[config.mk]
export PLATFORM = sky130hd
export DESIGN_NAME = vga_display_timing
export DESIGN_NICKNAME = d
export VERILOG_FILES = /design/src/rtl/vga_timing_pkg.sv /design/src/rtl/vga_sync_delay.sv /design/src/rtl/vga_display_timing.sv
export SDC_FILE = /design/constraint.sdc
export NUM_CORES = 1
export LEC_CHECK = 0
export ABC_AREA = 1
export BUFFER_PORTS_ARGS = -buffer_cell sky130_fd_sc_hd__buf_2
export CAP_MARGIN = 0
export CORE_MARGIN = 10
export CORE_UTILIZATION = 57
export CTS_BUF_LIST = sky130_fd_sc_hd__clkbuf_8
export DETAILED_ROUTE_END_ITERATION = 16
export GPL_ROUTABILITY_DRIVEN = 1
export PLACE_DENSITY = 0.89
export SYNTH_ARGS = -nofsm -noshare
export SYNTH_HDL_FRONTEND = slang
export SYNTH_HIERARCHICAL = 1
export SYNTH_SLANG_ARGS = --single-unit
[constraint.sdc]
create_clock -name clk -period 3.56 [get_ports clk]
set_clock_uncertainty 0.05 [all_clocks]
set_input_delay 0.534 -clock clk [delete_from_list [all_inputs] [get_ports clk]]
set_output_delay 0.534 -clock clk [all_outputs]
set_load 0.05 [all_outputs]
[src/rtl/vga_timing_pkg.sv]
// Shared display-timing definitions: a timing record, the standard presets
// and helpers that derive the total line/frame lengths from a record.
package vga_timing_pkg;

  typedef struct packed {
    int h_active;
    int h_fp;
    int h_sync;
    int h_bp;
    int v_active;
    int v_fp;
    int v_sync;
    int v_bp;
    bit hsync_pol;
    bit vsync_pol;
  } timing_t;

  // 1024x768 @ 70 Hz, 75 MHz pixel clock, both syncs active low.
  localparam timing_t XGA_1024x768_70 = '{
    h_active: 1024, h_fp: 24, h_sync: 136, h_bp: 144,
    v_active: 768,  v_fp: 3,  v_sync: 6,   v_bp: 29,
    hsync_pol: 1'b0, vsync_pol: 1'b0
  };

  // 640x480 @ 60 Hz, 25 MHz pixel clock, both syncs active low.
  localparam timing_t VGA_640x480_60 = '{
    h_active: 640, h_fp: 16, h_sync: 96, h_bp: 48,
    v_active: 480, v_fp: 10, v_sync: 2,  v_bp: 33,
    hsync_pol: 1'b0, vsync_pol: 1'b0
  };

  function automatic int h_total(input timing_t t);
    return t.h_active + t.h_fp + t.h_sync + t.h_bp;
  endfunction

  function automatic int v_total(input timing_t t);
    return t.v_active + t.v_fp + t.v_sync + t.v_bp;
  endfunction

endpackage

[src/rtl/vga_sync_delay.sv]
// Fixed-depth shift register used to slide the sync outputs later so they
// line up with the pixel pipeline. DEPTH=0 is a straight wire.
module vga_sync_delay #(
  parameter int               DEPTH     = 2,
  parameter int               WIDTH     = 2,
  parameter logic [WIDTH-1:0] RESET_VAL = '0
) (
  input  logic             clk,
  input  logic             rstn,
  input  logic [WIDTH-1:0] din,
  output logic [WIDTH-1:0] dout
);

  if (DEPTH == 0) begin : g_pass
    logic unused_clk_rstn;
    assign unused_clk_rstn = clk ^ rstn;
    assign dout = din;
  end else begin : g_shift
    logic [WIDTH-1:0] stage [DEPTH];

    // Shift one stage per clock; reset flushes every stage to RESET_VAL.
    always_ff @(posedge clk or negedge rstn) begin
      if (!rstn) begin
        for (int i = 0; i < DEPTH; i++) stage[i] <= RESET_VAL;
      end else begin
        stage[0] <= din;
        for (int i = 1; i < DEPTH; i++) stage[i] <= stage[i-1];
      end
    end

    assign dout = stage[DEPTH-1];
  end

endmodule

[src/rtl/vga_display_timing.sv]
// Free-running display timing generator. Produces the pixel position, the
// visible-area flag, line/frame markers and delayed, polarity-adjusted syncs.
// The outputs form a continuous per-clock stream with no handshake: every
// cycle out of reset presents a new, mutually coherent (row, column) sample.
module vga_display_timing
  import vga_timing_pkg::*;
#(
  parameter int H_ACTIVE   = XGA_1024x768_70.h_active,
  parameter int H_FP       = XGA_1024x768_70.h_fp,
  parameter int H_SYNC     = XGA_1024x768_70.h_sync,
  parameter int H_BP       = XGA_1024x768_70.h_bp,
  parameter int V_ACTIVE   = XGA_1024x768_70.v_active,
  parameter int V_FP       = XGA_1024x768_70.v_fp,
  parameter int V_SYNC     = XGA_1024x768_70.v_sync,
  parameter int V_BP       = XGA_1024x768_70.v_bp,
  parameter bit HSYNC_POL  = XGA_1024x768_70.hsync_pol,
  parameter bit VSYNC_POL  = XGA_1024x768_70.vsync_pol,
  parameter int SYNC_DELAY = 2
) (
  input  logic        clk,
  input  logic        rstn,
  output logic [11:0] pixel_column,
  output logic [11:0] pixel_row,
  output logic        video_on,
  output logic        line_start,
  output logic        frame_start,
  output logic        horiz_sync,
  output logic        vert_sync
);

  localparam timing_t CFG = '{
    h_active: H_ACTIVE, h_fp: H_FP, h_sync: H_SYNC, h_bp: H_BP,
    v_active: V_ACTIVE, v_fp: V_FP, v_sync: V_SYNC, v_bp: V_BP,
    hsync_pol: HSYNC_POL, vsync_pol: VSYNC_POL
  };
  localparam int H_TOT = h_total(CFG);
  localparam int V_TOT = v_total(CFG);

  localparam logic [11:0] H_LAST   = 12'(H_TOT - 1);
  localparam logic [11:0] V_LAST   = 12'(V_TOT - 1);
  localparam logic [11:0] H_VIS    = 12'(H_ACTIVE);
  localparam logic [11:0] V_VIS    = 12'(V_ACTIVE);
  localparam logic [11:0] HS_FIRST = 12'(H_ACTIVE + H_FP);
  localparam logic [11:0] HS_LAST  = 12'(H_ACTIVE + H_FP + H_SYNC - 1);
  localparam logic [11:0] VS_FIRST = 12'(V_ACTIVE + V_FP);
  localparam logic [11:0] VS_LAST  = 12'(V_ACTIVE + V_FP + V_SYNC - 1);
  localparam logic [1:0]  SYNC_IDLE = {~HSYNC_POL, ~VSYNC_POL};

  if (H_TOT > 4096) begin : g_h_total_check
    $error("vga_display_timing: H_TOTAL %0d exceeds 4096", H_TOT);
  end
  if (V_TOT > 4096) begin : g_v_total_check
    $error("vga_display_timing: V_TOTAL %0d exceeds 4096", V_TOT);
  end
  if (SYNC_DELAY < 0 || SYNC_DELAY > 4) begin : g_delay_check
    $error("vga_display_timing: SYNC_DELAY %0d outside 0..4", SYNC_DELAY);
  end

  // Counters park on the last position during reset so the first edge
  // afterwards lands on (0,0) and produces the frame marker.
  logic [11:0] h_cnt;
  logic [11:0] v_cnt;
  logic [11:0] h_next;
  logic [11:0] v_next;
  logic        hs_next;
  logic        vs_next;
  logic [1:0]  sync_q;

  // Next position and the polarity-adjusted syncs that belong to it.
  always_comb begin
    h_next = h_cnt + 12'd1;
    v_next = v_cnt;
    if (h_cnt == H_LAST) begin
      h_next = '0;
      v_next = (v_cnt == V_LAST) ? 12'd0 : v_cnt + 12'd1;
    end
    hs_next = ((h_next >= HS_FIRST) && (h_next <= HS_LAST)) ? HSYNC_POL : ~HSYNC_POL;
    vs_next = ((v_next >= VS_FIRST) && (v_next <= VS_LAST)) ? VSYNC_POL : ~VSYNC_POL;
  end

  // Register counters and every port from the same next position so the
  // flags always describe the row/column shown in that cycle.
  always_ff @(posedge clk or negedge rstn) begin
    if (!rstn) begin
      h_cnt        <= H_LAST;
      v_cnt        <= V_LAST;
      pixel_column <= '0;
      pixel_row    <= '0;
      video_on     <= 1'b0;
      line_start   <= 1'b0;
      frame_start  <= 1'b0;
      sync_q       <= SYNC_IDLE;
    end else begin
      h_cnt        <= h_next;
      v_cnt        <= v_next;
      pixel_column <= h_next;
      pixel_row    <= v_next;
      video_on     <= (h_next < H_VIS) && (v_next < V_VIS);
      line_start   <= (h_next == 12'd0);
      frame_start  <= (h_next == 12'd0) && (v_next == 12'd0);
      sync_q       <= {hs_next, vs_next};
    end
  end

  // sync_q is coincident with the position ports; the delay line adds the
  // pipeline latency of the downstream pixel path.
  vga_sync_delay #(
    .DEPTH     (SYNC_DELAY),
    .WIDTH     (2),
    .RESET_VAL (SYNC_IDLE)
  ) u_sync_delay (
    .clk  (clk),
    .rstn (rstn),
    .din  (sync_q),
    .dout ({horiz_sync, vert_sync})
  );

endmodule

Word level (Yosys, flattened, before mapping)
Index checks and enable logic that the tools add are counted.

cells by class
  add/subtract/negate cells = 2
  $mul = 0
  divide/modulo/power cells = 0
  order comparisons = 6
  eq/ne operators = 2
  shifts and indexed selects = 0
  muxes and demuxes = 5
  bitwise gates (word level) = 0
  reductions and logical operators = 6

operator list
  kind                   number
  $mux 12                3
  $add 12x1->12 const B  2
  $logic_not 12->1       2
  $eq 12x10->1 const B   1
  $eq 12x11->1 const B   1
  $ge 12x10->1 const B   1
  $ge 12x11->1 const B   1
  $le 12x10->1 const B   1
  $le 12x11->1 const B   1
  $lt 12x10->1 const B   1
  $lt 12x11->1 const B   1
  $logic_and 1x1->1      4
  $mux 1                 2

word-level totals
  register bits = 57
  bits in latches = 0
  RAM bits = 0
  ROM bits = 0
  input port bits = 2
  output and inout bits = 29
  logic and storage cells = 31
  memories kept = 0

Logic depth before layout (Yosys ltp)
  depth after elaboration = 6
  depth in mapped cells = 13

By module
The synthesis kept the hierarchy.

by module, submodules not included
  module              instances  cells an instance  area an instance (um2)  seq. area each (um2)
  vga_display_timing  1          318                2,318.5                 1,043.5
  vga_sync_delay      1          6                  120.1                   105.1

Worst setup path after synthesis
Ideal clock, no wire load.

  kind = reg-to-reg
  from = reg h_cnt[1]
  to = reg frame_start
  setup time = 0.072 ns
  data arrival time = 1.728 ns
  data required time = 3.438 ns
  setup slack = 1.711 ns
  cell stages (with the launch flop) = 13
  period minus slack after synthesis = 1.849 ns
  cells stage by stage = dfstp_2 ha_1 nand2_1 nor2_4 nand3_2 nor2_4 buf_6 nand3_2 nand2_2 nand2_2 nor2_2 nand3_1 nor2_1

on the way
  longest elaborated chain between the ends = 4
  elaborated cells between the ends (all ways) = 7
  those cells by class = 1 x add/sub; 1 x eq/ne; 2 x mux; 3 x reduce/logical

ends and longest elaborated chain
  item                                           line                                                text
  start, declared                                vga_display_timing.sv:61                            logic [11:0] h_cnt;
  start signal, assigned                         vga_display_timing.sv:94                            h_cnt <= h_next;
  $add 12x1->12 or $eq 12x11->1 (tied branches)  vga_display_timing.sv:71, vga_display_timing.sv:73
  $mux 12                                        vga_display_timing.sv:73                            if (h_cnt == H_LAST) begin
  $logic_not 12->1                               vga_display_timing.sv:100                           frame_start <= (h_next == 12'd0) && (v_next == 12'd0);
  $logic_and 1x1->1 *                            vga_display_timing.sv:100
  end signal, assigned                           vga_display_timing.sv:100
  end, declared                                  vga_display_timing.sv:26                            output logic frame_start,

Mark *: on every way between the ends. The rest lies on a longest branch, timed or not.

Worst setup path after layout
  from = reg h_cnt[1]
  to = reg sync_q[0]

on the way
  longest elaborated chain between the ends = 5
  elaborated cells between the ends (all ways) = 6
  those cells by class = 2 x order compare; 1 x eq/ne; 2 x mux; 1 x reduce/logical

ends and longest elaborated chain
  item                                          line                       text
  $eq 12x11->1 *                                vga_display_timing.sv:73
  $mux 12 *                                     vga_display_timing.sv:73
  named net v_next[2]                           vga_display_timing.sv:64   logic [11:0] v_next;
  $ge 12x10->1 or $le 12x10->1 (tied branches)  vga_display_timing.sv:78   vs_next = ((v_next >= VS_FIRST) && (v_next <= VS_LAST)) ? VSYNC_POL : ~VSYNC_POL;
  $logic_and 1x1->1 *                           vga_display_timing.sv:78
  $mux 1 *                                      vga_display_timing.sv:78
  named net vs_next                             vga_display_timing.sv:66   logic vs_next;
  end signal, assigned                          vga_display_timing.sv:101  sync_q <= {hs_next, vs_next};
  end, declared                                 vga_display_timing.sv:67   logic [1:0] sync_q;

The timed path passes the listed nets; every way through them passes the cells marked *.

==> summary.md <==
| Metric | Value |
|---|---|
| Share of cell area taken by muxes after synthesis | 0% |
| Cell accounting for the most synthesized area | dfrtp_1 |
| Clock latency at the later pin of the worst-skew pair | 0.30 ns |
| Total negative setup slack | 0 ns |
| Share of the synthesized netlist area taken by xor and xnor gates | 1.08% |
| Cell at the root of the clock tree | clkbuf_8 |
| Unique masters post-synth | 21 |
| Avg Vias per Cell | 4.99 |
| Count of maximum capacitance violations | 0 |
| Die boundary width | 85.4 um |
| GRT Total Usage | 14.3% |
| Delay of the slowest critical-path stage | 0.55 ns |
| Number of instances in the synthesized netlist | 324 |
| Synthesized-area fraction occupied by and/or/nand/nor cells | 32.8% |
| Yosys top cell area share | 27.7% |
| Number of placed I/O pins | 31 |
| Count of antenna diodes in the layout | 0 |
| Crit path launch type | flop |
| Top achievable clock speed | 0.449 GHz |
| Total power divided by cell area | 342 nW/um2 |
| Multi-input gate area in the final layout | 945 um2 |
| Outcome | completed |
| Vias in the first global route | 1877 |
| Number of vias in the routed layout | 1968 |
| Synthesized netlist net count | 330 |
| Least-Margin Pin Slew | 0.929 ns |
| Class of the worst hold path | reg2reg |
| WL final | 4970 um |
| Fill cell total of the finished layout | 335 |
| Non-filler instance count after layout | 394 |
| Reported leakage power | 1.48 nW |
| Number of enable-type register cells in the synthesized netlist | 0 |
| Crit-path slowest cell | dfstp_2 |
| Length of the first detailed-routing pass in iterations | 4 |
| YS warnings | 6 |
| Final Hold Violating Endpoints | 0 |
| Worst setup EP type | flop |
| Number of gates given a new drive strength after cts | 0 |
| Most used standard cell by instance count after synthesis | nand2_1 |
| Number of buffers added on ports | 30 |
| Clk sink count | 45 |
| Post-synthesis instance area | 2440 um2 |
| Data arrival time of the critical path | 2.40 ns |
| Number of buffers inserted during clock tree synthesis | 5 |
| DRT iter0 DRCs | 174 |
| Category of the critical setup timing path | reg2reg |
| Commonest register cell after synthesis | dfrtp_1 |
| Core Rows | 23 |
| Leftover overflow at the end of global routing | 0 |
| Sequential cell area fraction in the yosys report | 47.1% |
| Max-slew violations | 0 |
| Endpoint required time on the critical path | 3.73 ns |
| Area contributors post-synth | dfrtp_1, dfstp_2, nand2_1, inv_1, nand3_1 |
| Max H-tree Level | 2 |
| IR Drop Worst-Case VDD | 0.000236 V |
| Final Setup Violations | 0 |
| Final period demand of the worst path | 2.23 ns |
| Clock tree from TritonCTS | done |
| Most common library cells after synthesis | nand2_1, inv_1, nor2_1, nand3_1, dfrtp_1 |
| Half-perimeter wire length after detailed placement | 3770 um |
| Asr flop ratio synth | 100% |
| Core area | 4060 um2 |
| Initial antenna violation count | 0 |
| Residual DRC count | 0 |
| Dominant combinational cell family by area after synthesis | simple AND/OR/NAND/NOR gates |
| CTS Hold Bufs | 0 |
| Total number of nets in the final design | 349 |
| Global-route wire length before repair | 8630 um |
| Vert. Die Dim | 85.4 um |
| Clock-pin slew reported for the worst setup and hold paths after clock tree synthesis | 0.08 ns |
| Max-slew headroom at the worst pin | 38.0% |
| Post-synthesis compound-gate area fraction | 2.77% |
| Number of synthesized register bits | 45 |
| Longest Clk Path Bufs | 2 |
| Share of final-layout standard cells stronger than drive strength 1 | 20.1% |
| Reg area | 1150 um2 |
| Avg Cell Area, Syn | 7.53 um2 |
| Area of the die | 7290 um2 |
| Maximum number of pins on one net before global-route repair | 46 |
| Adder-cell area share of the yosys netlist | 2.05% |
| Effective utilization at floorplan | 60.1% |
| Final Wtd Congestion | 0.963 |
| Placed Instances | 386 |
| Area growth from synthesis to layout | 7.90% |
| Crit Path Max Fanout | 22 |
| Crit share post-route | 62.6% |
| Remaining antenna violation count after routing | 0 |
| Cell breakdown of the critical path | ha_1 > nand2_1 > nor2_4 > nand3_2 > o21ai_0 > nor2_1 > nand3_1 > nand4_1 |
| Setup repair after global routing missed its margin | false |
| Post-CTS setup buffers | 0 |
| Post-detailed-route wirelength per cell | 12.6 um |
==> cell type report <==
cell class                      count  area share, %
Inverter                           57           8.13
Sequential cell                    45           43.7
Clock buffer                        5           2.62
Clock inverter                      3           1.62
Timing Repair Buffer               30           5.71
Tap cell                           50           2.38
Multi-Input combinational cell    204           35.9
==> through the flow <==
step	setup slack [ns]	cell area (um2)	total power, W	utilization (%)	hold WS (ns)
floorplan	1.71	2440	0.000521	-	0.188
global placement	1.47	2520	0.000531	62.1	0.296
detailed placement	1.37	2520	0.000531	62.1	0.297
CTS	1.34	2630	0.000906	64.8	0.308
global route	1.12	2630	0.000928	64.8	0.310
finish	1.33	2630	0.000899	64.8	0.307
==> cell usage in the layout, fill, tap and decap left out, drive strengths merged <==
cell type,count
a21oi,1
buf,30
bufinv,1
clkbuf,5
clkinv,1
dfrtp,27
dfstp,18
ha,4
inv,58
nand2,97
nand3,36
nand4,6
nor2,43
nor3,2
o21ai,11
o21bai,1
xor2,3
==> path summary, 6_finish.rpt <==
check | start | end | slack (ns) | cells after the start
min | u_sync_delay/g_shift.stage[3]$_DFF_PN1_ | u_sync_delay/dout[1]$_DFF_PN1_ | 0.31 | 0
max reg2reg | h_cnt[1]$_DFF_PN1_ | sync_q[0]$_DFF_PN1_ | 1.33 | 8
min in group asynchronous | rstn | pixel_column[1]$_DFF_PN0_ | 0.32 | 1
min reg2reg | u_sync_delay/g_shift.stage[3]$_DFF_PN1_ | u_sync_delay/dout[1]$_DFF_PN1_ | 0.31 | 0
max in group asynchronous | rstn | pixel_row[8]$_DFF_PN0_ | 2.57 | 1
max | h_cnt[1]$_DFF_PN1_ | sync_q[0]$_DFF_PN1_ | 1.33 | 8
==> logic make-up (layout without fill, tap and decap cells) <==
family	after synthesis	count (layout)
flip-flops	45	45
AND/OR/NAND/NOR	184	184
buffers and inverters	75	95
AO/OA/AOI/OAI	13	13
adder cells (fa/ha/maj)	4	4
XOR/XNOR	3	3
==> worst max-delay path: cells and delay by family (launching register included) <==
kind | cells | cell delay, ns
AO/OA/AOI/OAI | 1 | 0.49
adder cells (fa/ha/maj) | 1 | 0.16
flip-flops | 1 | 0.55
AND/OR/NAND/NOR | 6 | 0.90
==> registers in the layout, indices dropped and copies added, names as in the netlist <==
name / cells
v_cnt: 11
frame_start: 1
u_sync_delay/dout: 2
pixel_column: 7
line_start: 1
video_on: 1
sync_q: 2
u_sync_delay/g_shift.stage: 2
pixel_row: 6
h_cnt: 12
==> power breakdown <==
| group | switching, W | total, W | internal, W |
|---|---|---|---|
| clock | 0.000170 | 0.000378 | 0.000208 |
| sequential | 0 | 0.000512 | 0.000512 |
| combinational | 0.00000886 | 0.00000926 | 0.000000397 |
==> per-layer routing <==
layer,track usage [%],share of wire [%],vias up
met5,0,0,-
met2,22.5,46,58
met3,4.30,7.9,9
met4,6.74,2.1,0
li1,-,-,1004
met1,17.4,44,897
No activity file was read; power rests on OpenSTA's default activity.
